==> config.mk <==
export PLATFORM = sky130hd
export DESIGN_NAME = mat_elemwise_alu_flat
export DESIGN_NICKNAME = d
export VERILOG_FILES = /design/src/rtl/mat_pkg.sv /design/src/rtl/mat_elemwise_alu_if.sv /design/src/rtl/mat_elem_arith.sv /design/src/rtl/mat_elemwise_alu.sv /design/src/flat_wrapper.sv
export SDC_FILE = /design/constraint.sdc
export NUM_CORES = 1
export LEC_CHECK = 0
export ABC_AREA = 0
export ABC_CLOCK_PERIOD_IN_PS = 5900
export CAP_MARGIN = 5
export CORE_MARGIN = 2
export CORE_UTILIZATION = 53
export DETAILED_ROUTE_END_ITERATION = 10
export PLACE_DENSITY = 0.76
export SLEW_MARGIN = 0
export SYNTH_ARGS = -nofsm -noshare
export SYNTH_HDL_FRONTEND = slang
export SYNTH_SLANG_ARGS = --single-unit
==> constraint.sdc <==
create_clock -name clk -period 5.9 [get_ports clk]
set_input_delay 1.77 -clock clk [delete_from_list [all_inputs] [get_ports clk]]
set_output_delay 1.77 -clock clk [all_outputs]
set_load 0.01 [all_outputs]
==> src/rtl/mat_pkg.sv <==
// Shared definitions for the element-wise matrix ALU: operation codes,
// FSM state encoding and saturation bound helpers.
package mat_pkg;

   // Operation select codes
   localparam logic [1:0] OP_ADD   = 2'b00;
   localparam logic [1:0] OP_SUB   = 2'b01;
   localparam logic [1:0] OP_SCALE = 2'b10;
   localparam logic [1:0] OP_RSV   = 2'b11;

   // FSM state encoding
   localparam logic [3:0] ST_IDLE    = 4'd0;
   localparam logic [3:0] ST_CHECK   = 4'd1;
   localparam logic [3:0] ST_FETCH_A = 4'd2;
   localparam logic [3:0] ST_WAIT_A  = 4'd3;
   localparam logic [3:0] ST_FETCH_B = 4'd4;
   localparam logic [3:0] ST_WAIT_B  = 4'd5;
   localparam logic [3:0] ST_EMIT    = 4'd6;
   localparam logic [3:0] ST_DONE    = 4'd7;
   localparam logic [3:0] ST_ERR     = 4'd8;

   // Largest positive value of a dw-bit signed number (low dw bits valid)
   function automatic logic [31:0] sat_max_f(input int dw);
      return (32'h0000_0001 << (dw - 1)) - 32'h0000_0001;
   endfunction

   // Most negative value of a dw-bit signed number (low dw bits valid)
   function automatic logic [31:0] sat_min_f(input int dw);
      return 32'h0000_0001 << (dw - 1);
   endfunction

endpackage

==> src/rtl/mat_elemwise_alu_if.sv <==
// Read-port and result-stream bundle of the element-wise matrix ALU.
// master: the ALU (issues reads, drives results); slave: store + sink.
interface mat_elemwise_alu_if #(
   parameter int DIM_WIDTH  = 3,
   parameter int DATA_WIDTH = 8,
   parameter int SLOT_WIDTH = 1
);
   logic                          rd_en;
   logic [SLOT_WIDTH-1:0]         rd_slot_idx;
   logic [DIM_WIDTH-1:0]          rd_row_idx;
   logic [DIM_WIDTH-1:0]          rd_col_idx;
   logic signed [DATA_WIDTH-1:0]  rd_elem;
   logic                          rd_elem_valid;

   logic                          out_valid;
   logic                          out_ready;
   logic signed [DATA_WIDTH-1:0]  out_elem;
   logic                          out_ovf;
   logic                          out_row_end;
   logic                          out_last;
   logic [2*DIM_WIDTH-1:0]        out_linear_idx;

   modport master (
      output rd_en, rd_slot_idx, rd_row_idx, rd_col_idx,
      input  rd_elem, rd_elem_valid,
      output out_valid, out_elem, out_ovf, out_row_end, out_last, out_linear_idx,
      input  out_ready
   );

   modport slave (
      input  rd_en, rd_slot_idx, rd_row_idx, rd_col_idx,
      output rd_elem, rd_elem_valid,
      input  out_valid, out_elem, out_ovf, out_row_end, out_last, out_linear_idx,
      output out_ready
   );
endinterface

==> src/rtl/mat_elem_arith.sv <==
// Combinational element datapath: ADD/SUB at DATA_WIDTH+1, SCALE at
// 2*DATA_WIDTH, overflow detection and result narrowing.
// Build option MAT_ALU_SAT_EN: clamp overflowing results to the signed
// range limits; without it the low DATA_WIDTH bits are kept (wrap).
module mat_elem_arith
   import mat_pkg::*;
#(
   parameter int DATA_WIDTH = 8
)(
   input  logic [1:0]                   op,
   input  logic signed [DATA_WIDTH-1:0] a,
   input  logic signed [DATA_WIDTH-1:0] b,
   input  logic signed [DATA_WIDTH-1:0] k,
   output logic signed [DATA_WIDTH-1:0] res,
   output logic                         ovf
);
   localparam int DW = DATA_WIDTH;

   logic signed [DW:0]     sum_s;
   logic signed [2*DW-1:0] a_ext_s;
   logic signed [2*DW-1:0] k_ext_s;
   logic signed [2*DW-1:0] prod_s;
   logic [DW-1:0]          wrap_s;
   logic                   neg_s;
`ifdef MAT_ALU_SAT_EN
   logic [31:0]            max_s;
   logic [31:0]            min_s;
`endif

   // Wide arithmetic, overflow flag and final (wrapped or clamped) result
   always_comb begin
      sum_s   = '0;
      a_ext_s = {{DW{a[DW-1]}}, a};
      k_ext_s = {{DW{k[DW-1]}}, k};
      prod_s  = '0;
      wrap_s  = '0;
      neg_s   = 1'b0;
      ovf     = 1'b0;
      case (op)
         OP_ADD: begin
            sum_s  = {a[DW-1], a} + {b[DW-1], b};
            wrap_s = sum_s[DW-1:0];
            neg_s  = sum_s[DW];
            ovf    = sum_s[DW] ^ sum_s[DW-1];
         end
         OP_SUB: begin
            sum_s  = {a[DW-1], a} - {b[DW-1], b};
            wrap_s = sum_s[DW-1:0];
            neg_s  = sum_s[DW];
            ovf    = sum_s[DW] ^ sum_s[DW-1];
         end
         OP_SCALE: begin
            prod_s = a_ext_s * k_ext_s;
            wrap_s = prod_s[DW-1:0];
            neg_s  = prod_s[2*DW-1];
            // in range only when the upper DW+1 bits are a pure sign extension
            ovf    = ~((&prod_s[2*DW-1:DW-1]) | (~|prod_s[2*DW-1:DW-1]));
         end
         default: begin
            wrap_s = '0;
            neg_s  = 1'b0;
            ovf    = 1'b0;
         end
      endcase
`ifdef MAT_ALU_SAT_EN
      max_s = sat_max_f(DW);
      min_s = sat_min_f(DW);
      if (ovf) begin
         if (neg_s) begin
            res = min_s[DW-1:0];
         end else begin
            res = max_s[DW-1:0];
         end
      end else begin
         res = wrap_s;
      end
`else
      res = wrap_s;
`endif
   end

endmodule

==> src/rtl/mat_elemwise_alu.sv <==
// Element-wise matrix ALU: streams R = A op B (ADD/SUB) or R = A*k (SCALE)
// over an m x n matrix read one element at a time from the shared store.
// Build option MAT_ALU_SAT_EN selects saturating results (see mat_elem_arith).
module mat_elemwise_alu
   import mat_pkg::*;
#(
   parameter int DIM_WIDTH  = 3,
   parameter int DATA_WIDTH = 8,
   parameter int SLOT_WIDTH = 1
)(
   input  logic                         clk,
   input  logic                         rst,
   input  logic                         start,
   input  logic                         abort,
   input  logic [1:0]                   op_sel,
   input  logic [DIM_WIDTH-1:0]         m_sel,
   input  logic [DIM_WIDTH-1:0]         n_sel,
   input  logic [SLOT_WIDTH-1:0]        slot_a_sel,
   input  logic                         slot_a_valid,
   input  logic [SLOT_WIDTH-1:0]        slot_b_sel,
   input  logic                         slot_b_valid,
   input  logic signed [DATA_WIDTH-1:0] scalar_k,
   output logic                         ready,
   output logic                         busy,
   output logic                         done,
   output logic                         error,
   output logic [2*DIM_WIDTH-1:0]       total_elements,
   mat_elemwise_alu_if.master           bus
);
   localparam int LW = 2 * DIM_WIDTH;
   localparam logic [DIM_WIDTH-1:0] DIM_ZERO = {DIM_WIDTH{1'b0}};
   localparam logic [DIM_WIDTH-1:0] DIM_ONE  = {{(DIM_WIDTH-1){1'b0}}, 1'b1};
   localparam logic [LW-1:0]        LIN_ONE  = {{(LW-1){1'b0}}, 1'b1};

   logic [3:0]                   state_r;
   logic [1:0]                   op_r;
   logic [DIM_WIDTH-1:0]         m_r;
   logic [DIM_WIDTH-1:0]         n_r;
   logic [SLOT_WIDTH-1:0]        slot_a_r;
   logic [SLOT_WIDTH-1:0]        slot_b_r;
   logic                         a_valid_r;
   logic                         b_valid_r;
   logic signed [DATA_WIDTH-1:0] k_r;
   logic signed [DATA_WIDTH-1:0] a_r;
   logic [DIM_WIDTH-1:0]         row_r;
   logic [DIM_WIDTH-1:0]         col_r;
   logic [LW-1:0]                lin_r;
   logic [LW-1:0]                total_r;
   logic                         ready_r;
   logic                         busy_r;
   logic                         done_r;
   logic                         error_r;
   logic                         rd_en_r;
   logic [SLOT_WIDTH-1:0]        rd_slot_r;
   logic                         out_valid_r;
   logic signed [DATA_WIDTH-1:0] out_elem_r;
   logic                         out_ovf_r;
   logic                         out_row_end_r;
   logic                         out_last_r;
   logic [LW-1:0]                out_lin_r;

   logic                         check_fail_s;
   logic                         capture_s;
   logic                         col_last_s;
   logic                         row_last_s;
   logic                         abort_hit_s;
   logic signed [DATA_WIDTH-1:0] arith_a_s;
   logic signed [DATA_WIDTH-1:0] res_s;
   logic                         ovf_s;

   assign ready             = ready_r;
   assign busy              = busy_r;
   assign done              = done_r;
   assign error             = error_r;
   assign total_elements    = total_r;
   assign bus.rd_en         = rd_en_r;
   assign bus.rd_slot_idx   = rd_slot_r;
   assign bus.rd_row_idx    = row_r;
   assign bus.rd_col_idx    = col_r;
   assign bus.out_valid     = out_valid_r;
   assign bus.out_elem      = out_elem_r;
   assign bus.out_ovf       = out_ovf_r;
   assign bus.out_row_end   = out_row_end_r;
   assign bus.out_last      = out_last_r;
   assign bus.out_linear_idx = out_lin_r;

   mat_elem_arith #(.DATA_WIDTH(DATA_WIDTH)) u_arith (
      .op  (op_r),
      .a   (arith_a_s),
      .b   (bus.rd_elem),
      .k   (k_r),
      .res (res_s),
      .ovf (ovf_s)
   );

   // Position flags and operand validation for the latched request
   always_comb begin
      col_last_s   = (col_r == (n_r - DIM_ONE));
      row_last_s   = (row_r == (m_r - DIM_ONE));
      check_fail_s = 1'b0;
      if ((m_r == DIM_ZERO) || (n_r == DIM_ZERO) || (op_r == OP_RSV) || !a_valid_r ||
          ((op_r != OP_SCALE) && !b_valid_r)) begin
         check_fail_s = 1'b1;
      end else begin
         check_fail_s = 1'b0;
      end
   end

   // Operand A comes straight from the store during WAIT_A (SCALE), else from its latch
   always_comb begin
      arith_a_s = a_r;
      if (state_r == ST_WAIT_A) begin
         arith_a_s = bus.rd_elem;
      end else begin
         arith_a_s = a_r;
      end
   end

   // A result is ready when the last operand of the element arrives
   always_comb begin
      capture_s   = 1'b0;
      abort_hit_s = 1'b0;
      if ((state_r == ST_WAIT_B) && bus.rd_elem_valid) begin
         capture_s = 1'b1;
      end else if ((state_r == ST_WAIT_A) && bus.rd_elem_valid && (op_r == OP_SCALE)) begin
         capture_s = 1'b1;
      end else begin
         capture_s = 1'b0;
      end
      // DONE/ERR already carry their terminal pulse, so abort has nothing left to cancel
      if (abort && (state_r != ST_IDLE) && (state_r != ST_DONE) && (state_r != ST_ERR)) begin
         abort_hit_s = 1'b1;
      end else begin
         abort_hit_s = 1'b0;
      end
   end

   // Control FSM: request latching, read sequencing, handshake and status pulses
   always_ff @(posedge clk) begin
      if (rst) begin
         state_r     <= ST_IDLE;
         op_r        <= 2'b00;
         m_r         <= DIM_ZERO;
         n_r         <= DIM_ZERO;
         slot_a_r    <= '0;
         slot_b_r    <= '0;
         a_valid_r   <= 1'b0;
         b_valid_r   <= 1'b0;
         k_r         <= '0;
         a_r         <= '0;
         row_r       <= DIM_ZERO;
         col_r       <= DIM_ZERO;
         lin_r       <= '0;
         total_r     <= '0;
         ready_r     <= 1'b1;
         busy_r      <= 1'b0;
         done_r      <= 1'b0;
         error_r     <= 1'b0;
         rd_en_r     <= 1'b0;
         rd_slot_r   <= '0;
         out_valid_r <= 1'b0;
      end else begin
         done_r  <= 1'b0;
         error_r <= 1'b0;
         rd_en_r <= 1'b0;
         if (abort_hit_s) begin
            state_r     <= ST_ERR;
            error_r     <= 1'b1;
            busy_r      <= 1'b0;
            out_valid_r <= 1'b0;
         end else begin
            case (state_r)
               ST_IDLE: begin
                  if (start && ready_r) begin
                     op_r      <= op_sel;
                     m_r       <= m_sel;
                     n_r       <= n_sel;
                     slot_a_r  <= slot_a_sel;
                     slot_b_r  <= slot_b_sel;
                     a_valid_r <= slot_a_valid;
                     b_valid_r <= slot_b_valid;
                     k_r       <= scalar_k;
                     total_r   <= {{DIM_WIDTH{1'b0}}, m_sel} * {{DIM_WIDTH{1'b0}}, n_sel};
                     row_r     <= DIM_ZERO;
                     col_r     <= DIM_ZERO;
                     lin_r     <= '0;
                     busy_r    <= 1'b1;
                     ready_r   <= 1'b0;
                     state_r   <= ST_CHECK;
                  end
               end
               ST_CHECK: begin
                  if (check_fail_s) begin
                     state_r <= ST_ERR;
                     error_r <= 1'b1;
                     busy_r  <= 1'b0;
                  end else begin
                     state_r   <= ST_FETCH_A;
                     rd_en_r   <= 1'b1;
                     rd_slot_r <= slot_a_r;
                  end
               end
               ST_FETCH_A: begin
                  state_r <= ST_WAIT_A;
               end
               ST_WAIT_A: begin
                  if (bus.rd_elem_valid) begin
                     a_r <= bus.rd_elem;
                     if (op_r == OP_SCALE) begin
                        out_valid_r <= 1'b1;
                        state_r     <= ST_EMIT;
                     end else begin
                        rd_en_r   <= 1'b1;
                        rd_slot_r <= slot_b_r;
                        state_r   <= ST_FETCH_B;
                     end
                  end
               end
               ST_FETCH_B: begin
                  state_r <= ST_WAIT_B;
               end
               ST_WAIT_B: begin
                  if (bus.rd_elem_valid) begin
                     out_valid_r <= 1'b1;
                     state_r     <= ST_EMIT;
                  end
               end
               ST_EMIT: begin
                  if (bus.out_ready) begin
                     out_valid_r <= 1'b0;
                     if (col_last_s && row_last_s) begin
                        done_r  <= 1'b1;
                        busy_r  <= 1'b0;
                        state_r <= ST_DONE;
                     end else begin
                        if (col_last_s) begin
                           col_r <= DIM_ZERO;
                           row_r <= row_r + DIM_ONE;
                        end else begin
                           col_r <= col_r + DIM_ONE;
                        end
                        lin_r     <= lin_r + LIN_ONE;
                        rd_en_r   <= 1'b1;
                        rd_slot_r <= slot_a_r;
                        state_r   <= ST_FETCH_A;
                     end
                  end
               end
               ST_DONE, ST_ERR: begin
                  ready_r <= 1'b1;
                  busy_r  <= 1'b0;
                  state_r <= ST_IDLE;
               end
               default: begin
                  ready_r     <= 1'b1;
                  busy_r      <= 1'b0;
                  out_valid_r <= 1'b0;
                  state_r     <= ST_IDLE;
               end
            endcase
         end
      end
   end

   // Result register: element value and its position tags, held through EMIT
   always_ff @(posedge clk) begin
      if (rst) begin
         out_elem_r    <= '0;
         out_ovf_r     <= 1'b0;
         out_row_end_r <= 1'b0;
         out_last_r    <= 1'b0;
         out_lin_r     <= '0;
      end else if (capture_s) begin
         out_elem_r    <= res_s;
         out_ovf_r     <= ovf_s;
         out_row_end_r <= col_last_s;
         out_last_r    <= col_last_s && row_last_s;
         out_lin_r     <= lin_r;
      end
   end

endmodule

==> src/flat_wrapper.sv <==
// flat-port wrapper written by rule: the top's interface ports become plain ports
module mat_elemwise_alu_flat import mat_pkg::*;
#(
   parameter int DIM_WIDTH  = 3,
   parameter int DATA_WIDTH = 8,
   parameter int SLOT_WIDTH = 1
)
  (clk, rst, start, abort, op_sel, m_sel, n_sel, slot_a_sel, slot_a_valid, slot_b_sel, slot_b_valid, scalar_k, ready, busy, done, error, total_elements, bus_rd_en, bus_rd_slot_idx, bus_rd_row_idx, bus_rd_col_idx, bus_rd_elem, bus_rd_elem_valid, bus_out_valid, bus_out_elem, bus_out_ovf, bus_out_row_end, bus_out_last, bus_out_linear_idx, bus_out_ready);
  mat_elemwise_alu_if #(.DIM_WIDTH(DIM_WIDTH), .DATA_WIDTH(DATA_WIDTH), .SLOT_WIDTH(SLOT_WIDTH)) bus_i ();
  input  logic clk;
  input  logic rst;
  input  logic start;
  input  logic abort;
  input  logic [1:0] op_sel;
  input  logic [DIM_WIDTH-1:0] m_sel;
  input  logic [DIM_WIDTH-1:0] n_sel;
  input  logic [SLOT_WIDTH-1:0] slot_a_sel;
  input  logic slot_a_valid;
  input  logic [SLOT_WIDTH-1:0] slot_b_sel;
  input  logic slot_b_valid;
  input  logic signed [DATA_WIDTH-1:0] scalar_k;
  output logic ready;
  output logic busy;
  output logic done;
  output logic error;
  output logic [2*DIM_WIDTH-1:0] total_elements;
  output wire logic [$bits(bus_i.rd_en)-1:0] bus_rd_en;
  output wire logic [$bits(bus_i.rd_slot_idx)-1:0] bus_rd_slot_idx;
  output wire logic [$bits(bus_i.rd_row_idx)-1:0] bus_rd_row_idx;
  output wire logic [$bits(bus_i.rd_col_idx)-1:0] bus_rd_col_idx;
  input wire logic [$bits(bus_i.rd_elem)-1:0] bus_rd_elem;
  input wire logic [$bits(bus_i.rd_elem_valid)-1:0] bus_rd_elem_valid;
  output wire logic [$bits(bus_i.out_valid)-1:0] bus_out_valid;
  output wire logic [$bits(bus_i.out_elem)-1:0] bus_out_elem;
  output wire logic [$bits(bus_i.out_ovf)-1:0] bus_out_ovf;
  output wire logic [$bits(bus_i.out_row_end)-1:0] bus_out_row_end;
  output wire logic [$bits(bus_i.out_last)-1:0] bus_out_last;
  output wire logic [$bits(bus_i.out_linear_idx)-1:0] bus_out_linear_idx;
  input wire logic [$bits(bus_i.out_ready)-1:0] bus_out_ready;
  assign bus_rd_en = bus_i.rd_en;
  assign bus_rd_slot_idx = bus_i.rd_slot_idx;
  assign bus_rd_row_idx = bus_i.rd_row_idx;
  assign bus_rd_col_idx = bus_i.rd_col_idx;
  assign bus_i.rd_elem = bus_rd_elem;
  assign bus_i.rd_elem_valid = bus_rd_elem_valid;
  assign bus_out_valid = bus_i.out_valid;
  assign bus_out_elem = bus_i.out_elem;
  assign bus_out_ovf = bus_i.out_ovf;
  assign bus_out_row_end = bus_i.out_row_end;
  assign bus_out_last = bus_i.out_last;
  assign bus_out_linear_idx = bus_i.out_linear_idx;
  assign bus_i.out_ready = bus_out_ready;
  mat_elemwise_alu #(.DIM_WIDTH(DIM_WIDTH), .DATA_WIDTH(DATA_WIDTH), .SLOT_WIDTH(SLOT_WIDTH)) u_core (.clk(clk), .rst(rst), .start(start), .abort(abort), .op_sel(op_sel), .m_sel(m_sel), .n_sel(n_sel), .slot_a_sel(slot_a_sel), .slot_a_valid(slot_a_valid), .slot_b_sel(slot_b_sel), .slot_b_valid(slot_b_valid), .scalar_k(scalar_k), .ready(ready), .busy(busy), .done(done), .error(error), .total_elements(total_elements), .bus(bus_i));
endmodule
==> flow_metrics.py <==
metrics = {
    "placed_design": {
        "dp_worst_setup_slack_ns": -0.877,
        "dpl.hpwl_microns": 13500,
        "gp_congestion": 0.904,
        "port_buffers": 69,
    },
    "logic_synthesis": {
        "yosys-top-cells-area": "dfxtp_1 (22%), fa_1 (17%), ha_1 (11%)",
        "synth_ff_type": "dfxtp_1",
        "ys_warn_count": 0,
        "ys_seq_area_frac": 0.216,
        "ys_ff_latch": 74,
        "synth_top_family_by_area": "adder cells",
        "synthXorXnorAreaFrac": 0.0543,
        "synthAdderAreaFrac": 0.277,
        "avgSynthCellArea_sq_um": 8.12,
        "yosys.area.top_type": "dfxtp_1",
        "netlist_area_sq_um": 6870,
        "synth_mux_area_frac": 0.0204,
        "synth_edf_count": 0,
        "synthSimpleGateAreaFrac": 0.210,
        "async_reset_ff_frac": 0,
        "synthCells": 846,
        "ys_types": 68,
        "syn_nets": 997,
        "synth_top_area_share": 0.216,
        "synth_compound_area_frac": 0.142,
    },
    "grt": {
        "gr-usage-met2": 0.447,
        "antenna_found_initial": 0,
        "grt_overflow": 0,
        "grt_pass1_vias": 6211,
        "grtUsageMet1": 0.333,
        "grt.met3_usage": 0.0567,
        "top_usage_layer": "met2",
        "grt_start_max_net_pins": 70,
        "grtUsageTotal": 0.262,
        "grt_pass1_wl_microns": 29800,
    },
    "sta": {
        "rsz0062_at_grt": "true",
        "worst_clock_skew_ns": 0.00857,
        "fin_crit_sh": 1.05,
        "tightest_slew_ns": 0.938,
        "setup_ws_ns": -0.278,
        "slew_headroom": 0.373,
        "hold_violations": 0,
        "maxSlewViolCount": 0,
        "setup_viol": 1,
        "fmax_mhz": 162,
        "fin_crit_ns": 6.18,
        "tns_ns": -0.278,
    },
    "critical_path": {
        "critPathCaptureType": "flip-flop",
        "start_kind": "input pin",
        "critPathMaxFanout": 6,
        "cp.arrival_ns": 6.38,
        "ff2ff_setup_slack_ns": 0.24,
        "cp.required_ns": 6.10,
        "critPathKind": "in -> reg",
    },
    "pwr": {
        "ir_drop_mv": 0.202,
        "p_int_mw": 1.07,
        "p_per_area_nw_per_um2": 181,
        "power_frac_seq": 0.369,
        "comb_power_share": 0.264,
        "switching_share": 0.323,
        "p_clk_frac": 0.367,
        "p_switching_mw": 0.509,
        "leakage_nw": 3.66,
    },
    "run": {
        "drv_cap": 0,
    },
    "clock_tree": {
        "worstSkewPairLatency_ns": 0.35,
        "cts_tree": "built",
        "clkTransAtPathRegs_ns": 0.06,
        "clkSinkCount": 74,
        "cts_buffer_depth": 2,
        "cts_buffers": 9,
        "htree_num_levels": 3,
        "root_buffer": "clkbuf_16",
    },
    "route": {
        "dr_total_vias": 6261,
        "wirelength_microns": 17900,
        "detail-route-antenna-nets": 0,
        "dr.pass1.iters": 7,
        "vias_per_cell": 5.50,
        "dr.first_iter.drc_count": 476,
        "wire_per_inst_microns": 15.7,
        "drc_errors": 0,
    },
    "final_layout": {
        "fillers": 1034,
        "antenna_cells": 0,
        "final_core_util": 0.689,
        "final_nets": 1112,
        "area_growth_pct": 26.5,
        "drive_gt1_frac": 0.164,
    },
    "floorplan": {
        "core_sq_um": 12600,
        "die_w_microns": 118,
        "die_h_microns": 118,
        "dieArea_sq_um": 13900,
        "rows": 41,
        "ios": 70,
        "start_util": 0.545,
    },
    "outcome": {
        "run_status": "complete, but fails checks",
        "violations": "negative setup slack",
    },
    "hold_path": {
        "hold_path.class": "reg -> reg",
    },
}
-- layout make-up --
type / instances / area (sq um) / share of cell area
repair buffers: 142 / 1240 / 0.143
inverters: 104 / 390 / 0.0449
well taps: 172 / 215 / 0.0248
flip-flops and latches: 74 / 1480 / 0.170
multi-input cells: 630 / 5060 / 0.582
clock inverters: 6 / 71.3 / 0.00820
clock buffers: 10 / 239 / 0.0275
-- flip-flops by register name (all words and copies together), names as in the netlist, 2 cells and up --
| name | cells |
|---|---|
| u_core.op_r | 2 |
| u_core.bus.rd_col_idx | 3 |
| u_core.state_r | 4 |
| u_core.bus.rd_row_idx | 3 |
| u_core.lin_r | 6 |
| u_core.bus.out_elem | 8 |
| u_core.m_r | 3 |
| u_core.total_elements | 6 |
| u_core.n_r | 3 |
| u_core.k_r | 8 |
| u_core.a_r | 8 |
| u_core.bus.out_linear_idx | 6 |
-- cells in the final DEF (no fill, tap or decap), types with 25 or more instances in the layout --
cell type / count
nand2_1: 129
inv_1: 99
dfxtp_1: 74
a21oi_1: 72
buf_4: 69
clkdlybuf4s50_1: 61
nor2_1: 55
ha_1: 50
fa_1: 49
o21ai_0: 25
-- path summary, 6_finish.rpt --
check / from / to / cells after the start
worst max register to register: u_core.state_r[3] / u_core.bus.out_ovf / 20
worst min register to register: u_core.a_r[3] / u_core.a_r[3] / 2
worst min-delay path: u_core.a_r[3] / u_core.a_r[3] / 2
worst max-delay path: bus_rd_elem[4] / u_core.bus.out_ovf / 20
-- timing repair --
action,in CTS,in global routing
resized for setup,38,26
buffers inserted,7,3
hold buffers,0,0
setup endpoints to repair,3,3
pin swaps,28,37
-- metal layers --
layer	up-vias	part of all wire
met5	-	0
met4	0	0.026
met3	35	0.066
met2	224	0.49
met1	2995	0.42
li1	3007	-
-- cells by family (layout without fill, tap and decap cells) --
logic type	count (synthesis)	in the layout
AO/OA/AOI/OAI	157	157
XOR/XNOR	37	37
adder cells (fa/ha/maj)	117	117
buffers and inverters	142	262
flip-flops	74	74
multiplexers	13	13
AND/OR/NAND/NOR	306	306
-- per-stage QoR --
stage / hold WS [ns] / instance area (sq um) / power, mW / instances
floorplan: 0.434 / 6930 / 0.846 / 846
global placement: 0.442 / 8140 / 0.983 / 1112
detailed placement: 0.449 / 8140 / 0.990 / 1112
CTS: 0.455 / 8580 / 1.58 / 1135
global route: 0.469 / 8690 / 1.65 / 1138
finish: 0.453 / 8690 / 1.58 / 1138
-- power groups by stage --
stage | combinational, mW | sequential, mW | clock (mW)
final | 0.417 | 0.582 | 0.578
after detailed placement | 0.402 | 0.588 | 0
after global placement | 0.395 | 0.588 | 0
after global routing | 0.459 | 0.586 | 0.606
after floorplan | 0.278 | 0.568 | 0
after CTS | 0.412 | 0.579 | 0.588
-- synthesized netlist by cell type (9+ instances only) --
cell / number
a211oi_1: 9
ha_1: 58
nor2_1: 56
inv_1: 103
xor2_1: 11
xnor2_1: 23
nand2_1: 134
and2_1: 28
nor3_1: 24
a21oi_1: 75
dfxtp_1: 74
o21ai_0: 26
nand2b_1: 14
fa_1: 59
clkbuf_1: 24
-- worst max-delay path: stages --
cell	delay, ns
clkdlybuf4s15_2	0.19
mux2_4	0.28
buf_4	0.15
buf_4	0.16
nand2_1	0.09
fa_1	0.44
fa_1	0.58
fa_2	0.47
fa_1	0.51
inv_1	0.07
ha_4	0.29
nand3_1	0.07
o211ai_1	0.18
buf_4	0.18
o41ai_4	0.06
xnor2_1	0.24
nand3_1	0.12
nor4_2	0.23
mux2i_1	0.14
o2bb2ai_1	0.15
No activity file was read; power rests on OpenSTA's default activity.
